<file path="config.mk">
export PLATFORM = sky130hd
export DESIGN_NAME = shift_seq_ctrl_flat
export DESIGN_NICKNAME = d
export VERILOG_FILES = /design/src/rtl/shift_seq_pkg.sv /design/src/rtl/shift_seq_ctrl_if.sv /design/src/rtl/shift_dp.sv /design/src/rtl/shift_seq_ctrl.sv /design/src/flat_wrapper.sv
export SDC_FILE = /design/constraint.sdc
export NUM_CORES = 1
export LEC_CHECK = 0
export ABC_CLOCK_PERIOD_IN_PS = 2300
export CAP_MARGIN = 20
export CORE_MARGIN = 2
export CORE_UTILIZATION = 40
export DETAILED_ROUTE_END_ITERATION = 8
export PLACE_DENSITY = 0.66
export SLEW_MARGIN = 20
export SYNTH_ARGS = -nofsm -noshare
export SYNTH_HDL_FRONTEND = slang
export SYNTH_SLANG_ARGS = --single-unit
</file>
<file path="constraint.sdc">
create_clock -name clk -period 2.3 [get_ports clk]
set_clock_uncertainty 0.2 [all_clocks]
set_input_delay 0.23 -clock clk [delete_from_list [all_inputs] [get_ports clk]]
set_output_delay 0.23 -clock clk [all_outputs]
set_load 0.01 [all_outputs]
</file>
<file path="src/rtl/shift_seq_pkg.sv">
// shift_seq_pkg: op, state and datapath-mode encodings shared by the shift sequencer
package shift_seq_pkg;
   localparam logic [1:0] OP_LOAD = 2'b00;
   localparam logic [1:0] OP_SHL  = 2'b01;
   localparam logic [1:0] OP_SHR  = 2'b10;
   localparam logic [1:0] OP_ROTL = 2'b11;
   localparam logic [1:0] S_IDLE = 2'd0;
   localparam logic [1:0] S_EXEC = 2'd1;
   localparam logic [1:0] S_DONE = 2'd2;
   localparam logic [2:0] DP_HOLD = 3'd0;
   localparam logic [2:0] DP_LOAD = 3'd1;
   localparam logic [2:0] DP_SHL  = 3'd2;
   localparam logic [2:0] DP_SHR  = 3'd3;
   localparam logic [2:0] DP_ROTL = 3'd4;
   function automatic logic [2:0] dp_mode(input logic [1:0] op);
      return op == OP_LOAD ? DP_LOAD :
             op == OP_SHL  ? DP_SHL  :
             op == OP_SHR  ? DP_SHR  : DP_ROTL;
   endfunction
endpackage

</file>
<file path="src/rtl/shift_seq_ctrl_if.sv">
// shift_seq_ctrl_if: command/status bundle for shift_seq_ctrl; abort/aborted exist only with SHIFT_SEQ_ABORT_EN
interface shift_seq_ctrl_if #(parameter int WIDTH = 4, parameter int CNT_W = 3);
   logic             cmd_valid;
   logic             cmd_ready;
   logic [1:0]       cmd_op;
   logic [WIDTH-1:0] cmd_data;
   logic [CNT_W-1:0] cmd_cnt;
   logic             ser_in;
   logic [WIDTH-1:0] q;
   logic             busy;
   logic             done;
`ifdef SHIFT_SEQ_ABORT_EN
   logic             abort;
   logic             aborted;
   modport master (output cmd_valid, cmd_op, cmd_data, cmd_cnt, ser_in, abort,
                   input  cmd_ready, q, busy, done, aborted);
   modport slave  (input  cmd_valid, cmd_op, cmd_data, cmd_cnt, ser_in, abort,
                   output cmd_ready, q, busy, done, aborted);
`else
   modport master (output cmd_valid, cmd_op, cmd_data, cmd_cnt, ser_in,
                   input  cmd_ready, q, busy, done);
   modport slave  (input  cmd_valid, cmd_op, cmd_data, cmd_cnt, ser_in,
                   output cmd_ready, q, busy, done);
`endif
endinterface

</file>
<file path="src/rtl/shift_dp.sv">
// shift_dp: WIDTH-bit load/shift/rotate register steered purely by a mode select
module shift_dp #(parameter int WIDTH = 4) (
   input  logic             clk,
   input  logic             rst,
   input  logic [2:0]       mode,
   input  logic [WIDTH-1:0] data,
   input  logic             ser_in,
   output logic [WIDTH-1:0] q
);
   import shift_seq_pkg::*;
   // one register update per clock according to mode; anything unknown holds
   always_ff @(posedge clk)
      if (rst) q <= '0;
      else q <= mode == DP_LOAD ? data :
                mode == DP_SHL  ? {q[WIDTH-2:0], ser_in} :
                mode == DP_SHR  ? {ser_in, q[WIDTH-1:1]} :
                mode == DP_ROTL ? {q[WIDTH-2:0], q[WIDTH-1]} : q;
endmodule

</file>
<file path="src/rtl/shift_seq_ctrl.sv">
// shift_seq_ctrl: command sequencer (IDLE/EXEC/DONE) driving shift_dp; abort support under SHIFT_SEQ_ABORT_EN
module shift_seq_ctrl #(parameter int WIDTH = 4, parameter int CNT_W = 3) (
   input logic             clk,
   input logic             rst,
   shift_seq_ctrl_if.slave bus
);
   import shift_seq_pkg::*;
   logic [1:0]       state;
   logic [1:0]       op;
   logic [WIDTH-1:0] data;
   logic [WIDTH-1:0] q;
   logic [CNT_W-1:0] cnt;
   logic [2:0]       mode;
   logic             abort_now;
   logic             accept;
   logic             go;
   logic             fin;
`ifdef SHIFT_SEQ_ABORT_EN
   logic             ab;
   assign abort_now = bus.abort;
   // flag an abort-terminated command for exactly its DONE cycle
   always_ff @(posedge clk) ab <= !rst && state == S_EXEC && abort_now;
   assign bus.aborted = ab && !rst;
`else
   assign abort_now = 1'b0;
`endif
   assign bus.cmd_ready = state == S_IDLE && !rst;
   assign bus.busy      = state == S_EXEC && !rst;
   assign bus.done      = state == S_DONE && !rst;
   assign bus.q         = q;
   assign accept = bus.cmd_valid && bus.cmd_ready;
   assign go     = state == S_EXEC && !abort_now && (op == OP_LOAD || cnt != '0);
   assign fin    = op == OP_LOAD || cnt <= CNT_W'(1) || abort_now;
   assign mode   = go ? dp_mode(op) : DP_HOLD;
   // latch the command at the handshake, count shifts down, and sequence the states
   always_ff @(posedge clk)
      if (rst) begin
         state <= S_IDLE;
         op    <= '0;
         data  <= '0;
         cnt   <= '0;
      end else begin
         if (accept) begin
            op   <= bus.cmd_op;
            data <= bus.cmd_data;
            cnt  <= bus.cmd_cnt;
         end else if (go && op != OP_LOAD) cnt <= cnt - CNT_W'(1);
         state <= accept ? S_EXEC : state == S_EXEC ? (fin ? S_DONE : S_EXEC) : S_IDLE;
      end
   shift_dp #(.WIDTH(WIDTH)) u_dp (
      .clk   (clk),
      .rst   (rst),
      .mode  (mode),
      .data  (data),
      .ser_in(bus.ser_in),
      .q     (q)
   );
endmodule

</file>
<file path="src/flat_wrapper.sv">
// flat-port wrapper written by rule: the top's interface ports become plain ports
module shift_seq_ctrl_flat import shift_seq_pkg::*;
#(parameter int WIDTH = 4, parameter int CNT_W = 3)
  (clk, rst, bus_cmd_valid, bus_cmd_op, bus_cmd_data, bus_cmd_cnt, bus_ser_in, bus_cmd_ready, bus_q, bus_busy, bus_done);
  shift_seq_ctrl_if #(.WIDTH(WIDTH), .CNT_W(CNT_W)) bus_i ();
  input logic clk;
  input logic rst;
  input wire logic [$bits(bus_i.cmd_valid)-1:0] bus_cmd_valid;
  input wire logic [$bits(bus_i.cmd_op)-1:0] bus_cmd_op;
  input wire logic [$bits(bus_i.cmd_data)-1:0] bus_cmd_data;
  input wire logic [$bits(bus_i.cmd_cnt)-1:0] bus_cmd_cnt;
  input wire logic [$bits(bus_i.ser_in)-1:0] bus_ser_in;
  output wire logic [$bits(bus_i.cmd_ready)-1:0] bus_cmd_ready;
  output wire logic [$bits(bus_i.q)-1:0] bus_q;
  output wire logic [$bits(bus_i.busy)-1:0] bus_busy;
  output wire logic [$bits(bus_i.done)-1:0] bus_done;
  assign bus_i.cmd_valid = bus_cmd_valid;
  assign bus_i.cmd_op = bus_cmd_op;
  assign bus_i.cmd_data = bus_cmd_data;
  assign bus_i.cmd_cnt = bus_cmd_cnt;
  assign bus_i.ser_in = bus_ser_in;
  assign bus_cmd_ready = bus_i.cmd_ready;
  assign bus_q = bus_i.q;
  assign bus_busy = bus_i.busy;
  assign bus_done = bus_i.done;
  shift_seq_ctrl #(.WIDTH(WIDTH), .CNT_W(CNT_W)) u_core (.clk(clk), .rst(rst), .bus(bus_i));
endmodule
</file>
==> results.md, run 1 <==
| Result | Value | Unit |
| --- | --- | --- |
| Run status | finished clean | - |
| Total power per unit cell area | 507.0 | mW/mm^2 |
| Num ports | 20 | - |
| Wire length of the first global-routing pass | 3160 | um |
| Placed wire-length estimate after detailed placement | 1347 | um |
| Via total after detailed routing | 772 | - |
| Clock Tree Buf Depth | 2 | - |
| Final Setup Violations | 0 | - |
| First-pass iteration count of the detailed router | 4 | - |
| Number of clock buffers inserted by TritonCTS | 3 | - |
| Nets | 142 | - |
| Final hold viol count | 0 | - |
| Number of hold buffers added after cts | 0 | - |
| Psw | 161.9 | uW |
| Number of H-tree levels | 1 | - |
| Via-to-Cell Ratio | 5.181 | - |
| Final instance count without filler cells | 149 | - |
| Count of instances resized after the clock tree is built | 0 | - |
| Relative contribution of sequential cells to total power | 50.4 | % |
| Via count of the first global-routing pass | 750 | - |
| Data arrival time of the worst path | 1680 | ps |
| DIE HEIGHT | 50.56 | um |
| Post-detailed-route count of antenna-violating nets | 0 | - |
| Floorplan row count | 16 | - |
| Yosys warning total | 0 | - |
| Final sum of negative setup slack | 0 | ps |
| Cell repeated most along the worst path | clkdlybuf4s50_1 | - |
| Worst relative slew slack | 67.33 | % |
| Clock insertion delay at the later pin of the skew report | 290 | ps |
| Number of antenna violations at the first check in global routing | 0 | - |
| Max Clk Rate | 474.4 | MHz |
| Initial cell density of the core | 43.31 | % |
| Setup crit start kind | input pin | - |
| Largest vdd supply drop | 0.2970 | mV |
| PortBufs | 19 | - |
| Endpoint kind of the worst setup timing path | output pin | - |
| Internal power summed over all cells | 400.8 | uW |
| Path type of the worst min-delay path | reg2reg | - |
| CTS tree | built | - |
| RSZ-0062 raised after global routing | no | - |
| Cell chosen for the clock root | clkbuf_4 | - |
| Initial drt markers | 9 | - |
| Data required time at the worst endpoint | 1870 | ps |
| Core Footprint | 0.002002 | sq mm |
| Total die area | 0.002556 | sq mm |
| P_leak | 0.4073 | nW |
| Placed cell count | 145 | - |
| Number of enable flip-flop cells after synthesis | 0 | - |
| Proportion of synthesized chip area in sequential cells | 34.63 | % |
| Overall track demand over capacity in global routing | 16.49 | % |
| Buffer count from post-CTS setup fixing | 0 | - |
| Top post-synthesis cells by count | dfxtp_1, nand2_1, a21oi_1 | - |
| Crit path max-delay cell type | clkdlybuf4s50_1 | - |
| Post-Synthesis Net Count | 119 | - |
| Pins Over Slew Limit | 0 | - |
| Die Wd | 50.56 | um |
| Mean routed wirelength per cell | 12.28 | um |
| Count of maximum capacitance violations | 0 | - |
| Count of unique library cells instantiated by Yosys | 34 | - |
| Largest delay share family, worst path | buffers and inverters | - |
| Number of storage elements in the synthesis netlist | 15 | - |
| Post-synthesis to final-layout area growth | 27.99 | % |
| Clk pin slew, worst setup/hold paths | 90 | ps |
| Syn Std Cell Area | 867.1 | sq um |
| Maximum number of pins on one net before global-route repair | 10 | - |
| Total Wirelength | 1829 | um |
| Clk pwr share | 27.6 | % |
| Mean Syn Cell Area | 8.671 | sq um |
| Area leader, netlist | dfxtp_1 | - |
| Layout cell share with drive strength beyond 1 | 9.836 | % |
| Measured slew at the worst slew-check pin | 486.4 | ps |
| Diode insertion count for antenna repair | 0 | - |
| GRT overflow | 0 | - |
| Primary FF master, synth | dfxtp_1 | - |
| Combinational power share | 22.0 | % |
| Yosys top cell area share | 34.63 | % |
| Post-synthesis async set-or-reset flop share | 0 | % |
| Fin crit share | 91.64 | % |
| Switching share of total power | 28.78 | % |
| RD Place Congestion | 0.8248 | - |
| Crit Path Category | in2out | - |
| Count leader, synth | dfxtp_1 | - |
| Peak fanout along the critical path | 8 | - |
| Post-synthesis cell count | 100 | - |
| Fill cell total of the finished layout | 204 | - |
| Max stage delay on crit path | 580 | ps |
| Count of unresolved DRC violations after routing | 0 | - |
| WP buf/inv | 2 | - |
| Crit path time final | 2108 | ps |
| Synth top area cells | dfxtp_1, ha_1, nand2_1, a21oi_1, a221o_1 | - |
| Sink count of the clock tree | 15 | - |
| Cells traversed along the worst timing path | clkdlybuf4s50_1 > nor3_2 > clkdlybuf4s50_1 | - |
==> power groups by stage <==
stage	Clock, mW	Sequential (mW)	Combinational, mW
2_1_floorplan	0	0.288	0.0806
3_3_place_gp	0	0.290	0.121
3_5_place_dp	0	0.290	0.124
4_1_cts	0.162	0.284	0.125
5_1_grt	0.180	0.286	0.138
6_report	0.155	0.284	0.124
==> cells in the final DEF (no fill, tap or decap), types with 3 or more instances in the layout <==
cell             count
clkdlybuf4s50_1     19
dfxtp_1             15
nand2_1             14
a21oi_1             10
inv_1                7
nor2_1               7
ha_1                 6
a221o_1              4
nand3_1              3
o21ai_0              3
clkbuf_4             3
buf_4                3
==> kinds of logic (layout without fill, tap and decap cells) <==
group           after synthesis  in the layout  share of synthesized area (%)
compound gates               26             26                          20.78
buf+inv                      11             33                          6.494
mux                           1              1                          1.154
xor+xnor                      1              1                          1.010
flops                        15             15                          34.63
simple gates                 40             40                          27.27
fa+ha+maj                     6              6                          8.658
==> through the flow <==
stage / hold WS [ps] / util, % / worst slack [ps] / power [mW] / area, sq um
after floorplan: 162.6 / - / 481.4 / 0.3681 / 867.1
after CTS: 271.1 / 55.44 / 184.5 / 0.5702 / 1110
after global placement: 251.9 / 54.13 / 230.4 / 0.4110 / 1084
final: 274.4 / 55.44 / 192.2 / 0.5627 / 1110
after global routing: 275.7 / 55.44 / 118.1 / 0.6041 / 1110
after detailed placement: 257.9 / 54.13 / 193.3 / 0.4134 / 1084
==> final cells by class <==
cell class | count | area (sq um) | area share [%]
Timing Repair Buffer | 22 | 212.7 | 19.17
Sequential cell | 15 | 300.3 | 27.06
Inverter | 7 | 26.28 | 2.368
Multi-Input combinational cell | 74 | 510.5 | 46.00
Clock buffer | 4 | 26.28 | 2.368
Tap cell | 27 | 33.78 | 3.044
==> path summary, 6_finish.rpt <==
path | from | endpoint | slack (ps) | cells after the start
max | rst | bus_cmd_ready | 190 | 3
min | u_core.data[0]$_SDFFE_PP0P_ | u_core.data[0]$_SDFFE_PP0P_ | 270 | 2
max reg2reg | u_core.op[0]$_SDFFE_PP0P_ | u_core.u_dp.q[0]$_SDFFE_PP0P_ | 300 | 6
min reg2reg | u_core.data[0]$_SDFFE_PP0P_ | u_core.data[0]$_SDFFE_PP0P_ | 270 | 2
==> registers in the layout, summed over array words and instances, names as in the netlist <==
signal / cells
u_core.state: 2
u_core.u_dp.q: 4
u_core.cnt: 3
u_core.op: 2
u_core.data: 4
==> metal layers <==
metal  vias to the layer above  GRT usage [%]  share of wire [%]
li1                        400              -                  -
met1                       355          19.45                 48
met2                        15          26.10                 47
met3                         2          5.357                4.2
met4                         0          9.459                1.0
met5                         -              0                  0
==> tightest hold or removal path, cell delays in order (launching register included) <==
cell,delay [ps]
dfxtp_1,330
nand2_1,50
a21oi_1,50
Power figures use the tool's default switching activity.
==> run 2: changes to the inputs <==
- MAX_ROUTING_LAYER: unset -> met4
==> run 2 against run 1 <==
  * Global-route usage is 0.44 points higher
  * Combinational power about the same
  * Worst setup slack stayed put
  * Largest power group unchanged
==> results.md, run 2 (synthesized netlist as in run 1, its figures left out) <==
| Result | Value | Unit |
| --- | --- | --- |
| First-pass iteration count of the detailed router | 4 | - |
| Initial drt markers | 9 | - |
| Run status | finished clean | - |
| Peak fanout along the critical path | 8 | - |
| RSZ-0062 raised after global routing | no | - |
| Endpoint kind of the worst setup timing path | output pin | - |
| Final Setup Violations | 0 | - |
| Fill cell total of the finished layout | 204 | - |
| Setup crit start kind | input pin | - |
| Cell repeated most along the worst path | clkdlybuf4s50_1 | - |
| Data required time at the worst endpoint | 1870 | ps |
| Total die area | 0.002556 | sq mm |
| Num ports | 20 | - |
| GRT overflow | 0 | - |
| Count of instances resized after the clock tree is built | 0 | - |
| PortBufs | 19 | - |
| Buffer count from post-CTS setup fixing | 0 | - |
| Final hold slack | 274.3 | ps |
| Number of gates on the worst path with buffers counted | 3 | - |
| RD Place Congestion | 0.8372 | - |
| Flop-to-flop setup slack | 300 | ps |
| Floorplan row count | 16 | - |
| WP buf/inv | 2 | - |
| Largest vdd supply drop | 0.2998 | mV |
| Layout cell share with drive strength beyond 1 | 9.836 | % |
| Post-detailed-route count of antenna-violating nets | 0 | - |
| Via count of the first global-routing pass | 749 | - |
| Diode insertion count for antenna repair | 0 | - |
| P_leak | 0.4073 | nW |
| Largest delay share family, worst path | buffers and inverters | - |
| Number of clock buffers inserted by TritonCTS | 3 | - |
| Via total after detailed routing | 775 | - |
| Clock Tree Buf Depth | 2 | - |
| Sink count of the clock tree | 15 | - |
| Clk pin slew, worst setup/hold paths | 90 | ps |
| Nets | 142 | - |
| Fin crit share | 91.64 | % |
| Pins Over Slew Limit | 0 | - |
| Wire length of the first global-routing pass | 3160 | um |
| Final hold viol count | 0 | - |
| Number of antenna violations at the first check in global routing | 0 | - |
| DIE HEIGHT | 50.56 | um |
| Crit path time final | 2108 | ps |
| Clock insertion delay at the later pin of the skew report | 290 | ps |
| Measured slew at the worst slew-check pin | 488.2 | ps |
| Number of H-tree levels | 1 | - |
| Core Footprint | 0.002002 | sq mm |
| Worst relative slew slack | 67.20 | % |
| Top Registers | u_core.data (4), u_core.u_dp.q (4), u_core.cnt (3) | - |
| Count of unresolved DRC violations after routing | 0 | - |
| Maximum number of pins on one net before global-route repair | 10 | - |
| Commonest cells after routing, fill and taps aside | clkdlybuf4s50_1, dfxtp_1, nand2_1 | - |
| Crit Path Category | in2out | - |
| Final instance count without filler cells | 149 | - |
| Via-to-Cell Ratio | 5.201 | - |
| Crit path max-delay cell type | clkdlybuf4s50_1 | - |
| Initial cell density of the core | 43.31 | % |
| Cell chosen for the clock root | clkbuf_4 | - |
| Number of hold buffers added after cts | 0 | - |
| Total power per unit cell area | 507.8 | mW/mm^2 |
| Total Wirelength | 1828 | um |
| Cells traversed along the worst timing path | clkdlybuf4s50_1 > nor3_2 > clkdlybuf4s50_1 | - |
| Commonest non-fill, non-tap cell in the layout | clkdlybuf4s50_1 | - |
| Worst Hold Depth | 2 | - |
| Placed cell count | 145 | - |
| Mean routed wirelength per cell | 12.27 | um |
| CTS tree | built | - |
| Max Clk Rate | 474.4 | MHz |
| Final sum of negative setup slack | 0 | ps |
| Overall track demand over capacity in global routing | 16.93 | % |
| Path type of the worst min-delay path | reg2reg | - |
| Post-synthesis to final-layout area growth | 27.99 | % |
| Number of cells on the worst reg-to-reg path | 6 | - |
| Die Wd | 50.56 | um |
| Max stage delay on crit path | 580 | ps |
| Count of maximum capacitance violations | 0 | - |
| Placed wire-length estimate after detailed placement | 1347 | um |
| Data arrival time of the worst path | 1680 | ps |
==> run 2: cell counts in the layout (fill, tap and decap cells not counted) <==
No cell type changed its count.
==> run 2: worst min-delay path: stages (launching register included) <==
cell and delay, ps:
dfxtp_1 330, nand2_1 50, a21oi_1 50
==> run 2: cell type report <==
class	count	area, sq um	share of cell area (%)
timing repair buffer	22	212.7	19.17
sequential	15	300.3	27.06
tap	27	33.78	3.044
multi-input combinational	74	510.5	46.00
inverter	7	26.28	2.368
clock buffer	4	26.28	2.368
==> run 2: worst paths after layout <==
check                                    from                       endpoint
setup / recovery                          rst                  bus_cmd_ready
hold / removal    u_core.data[0]$_SDFFE_PP0P_    u_core.data[0]$_SDFFE_PP0P_
setup reg to reg    u_core.op[0]$_SDFFE_PP0P_  u_core.u_dp.q[0]$_SDFFE_PP0P_
hold reg to reg   u_core.data[0]$_SDFFE_PP0P_    u_core.data[0]$_SDFFE_PP0P_
==> run 2: where the power goes <==
group | leakage (nW) | internal, mW | switching (mW) | total, mW
clock network | 0.0150 | 0.0674 | 0.0888 | 0.156
logic | 0.270 | 0.0612 | 0.0624 | 0.124
registers | 0.122 | 0.272 | 0.0117 | 0.284
total | 0.407 | 0.401 | 0.163 | 0.564
==> run 2: stage by stage <==
step | instance area, sq um | power, mW | setup slack [ps] | util (%)
CTS | 1110 | 0.5702 | 184.5 | 55.44
detailed placement | 1084 | 0.4134 | 193.3 | 54.13
finish | 1110 | 0.5636 | 192.2 | 55.44
global placement | 1084 | 0.4110 | 230.4 | 54.13
floorplan | 867.1 | 0.3681 | 481.4 | -
global route | 1110 | 0.6041 | 118.1 | 55.44
==> run 2: routing by layer <==
layer / wire, um / track usage (%)
met1: 877 / 19.45
met2: 859 / 26.10
met3: 61 / 5.357
met4: 31 / 9.459
met5: 0 / -
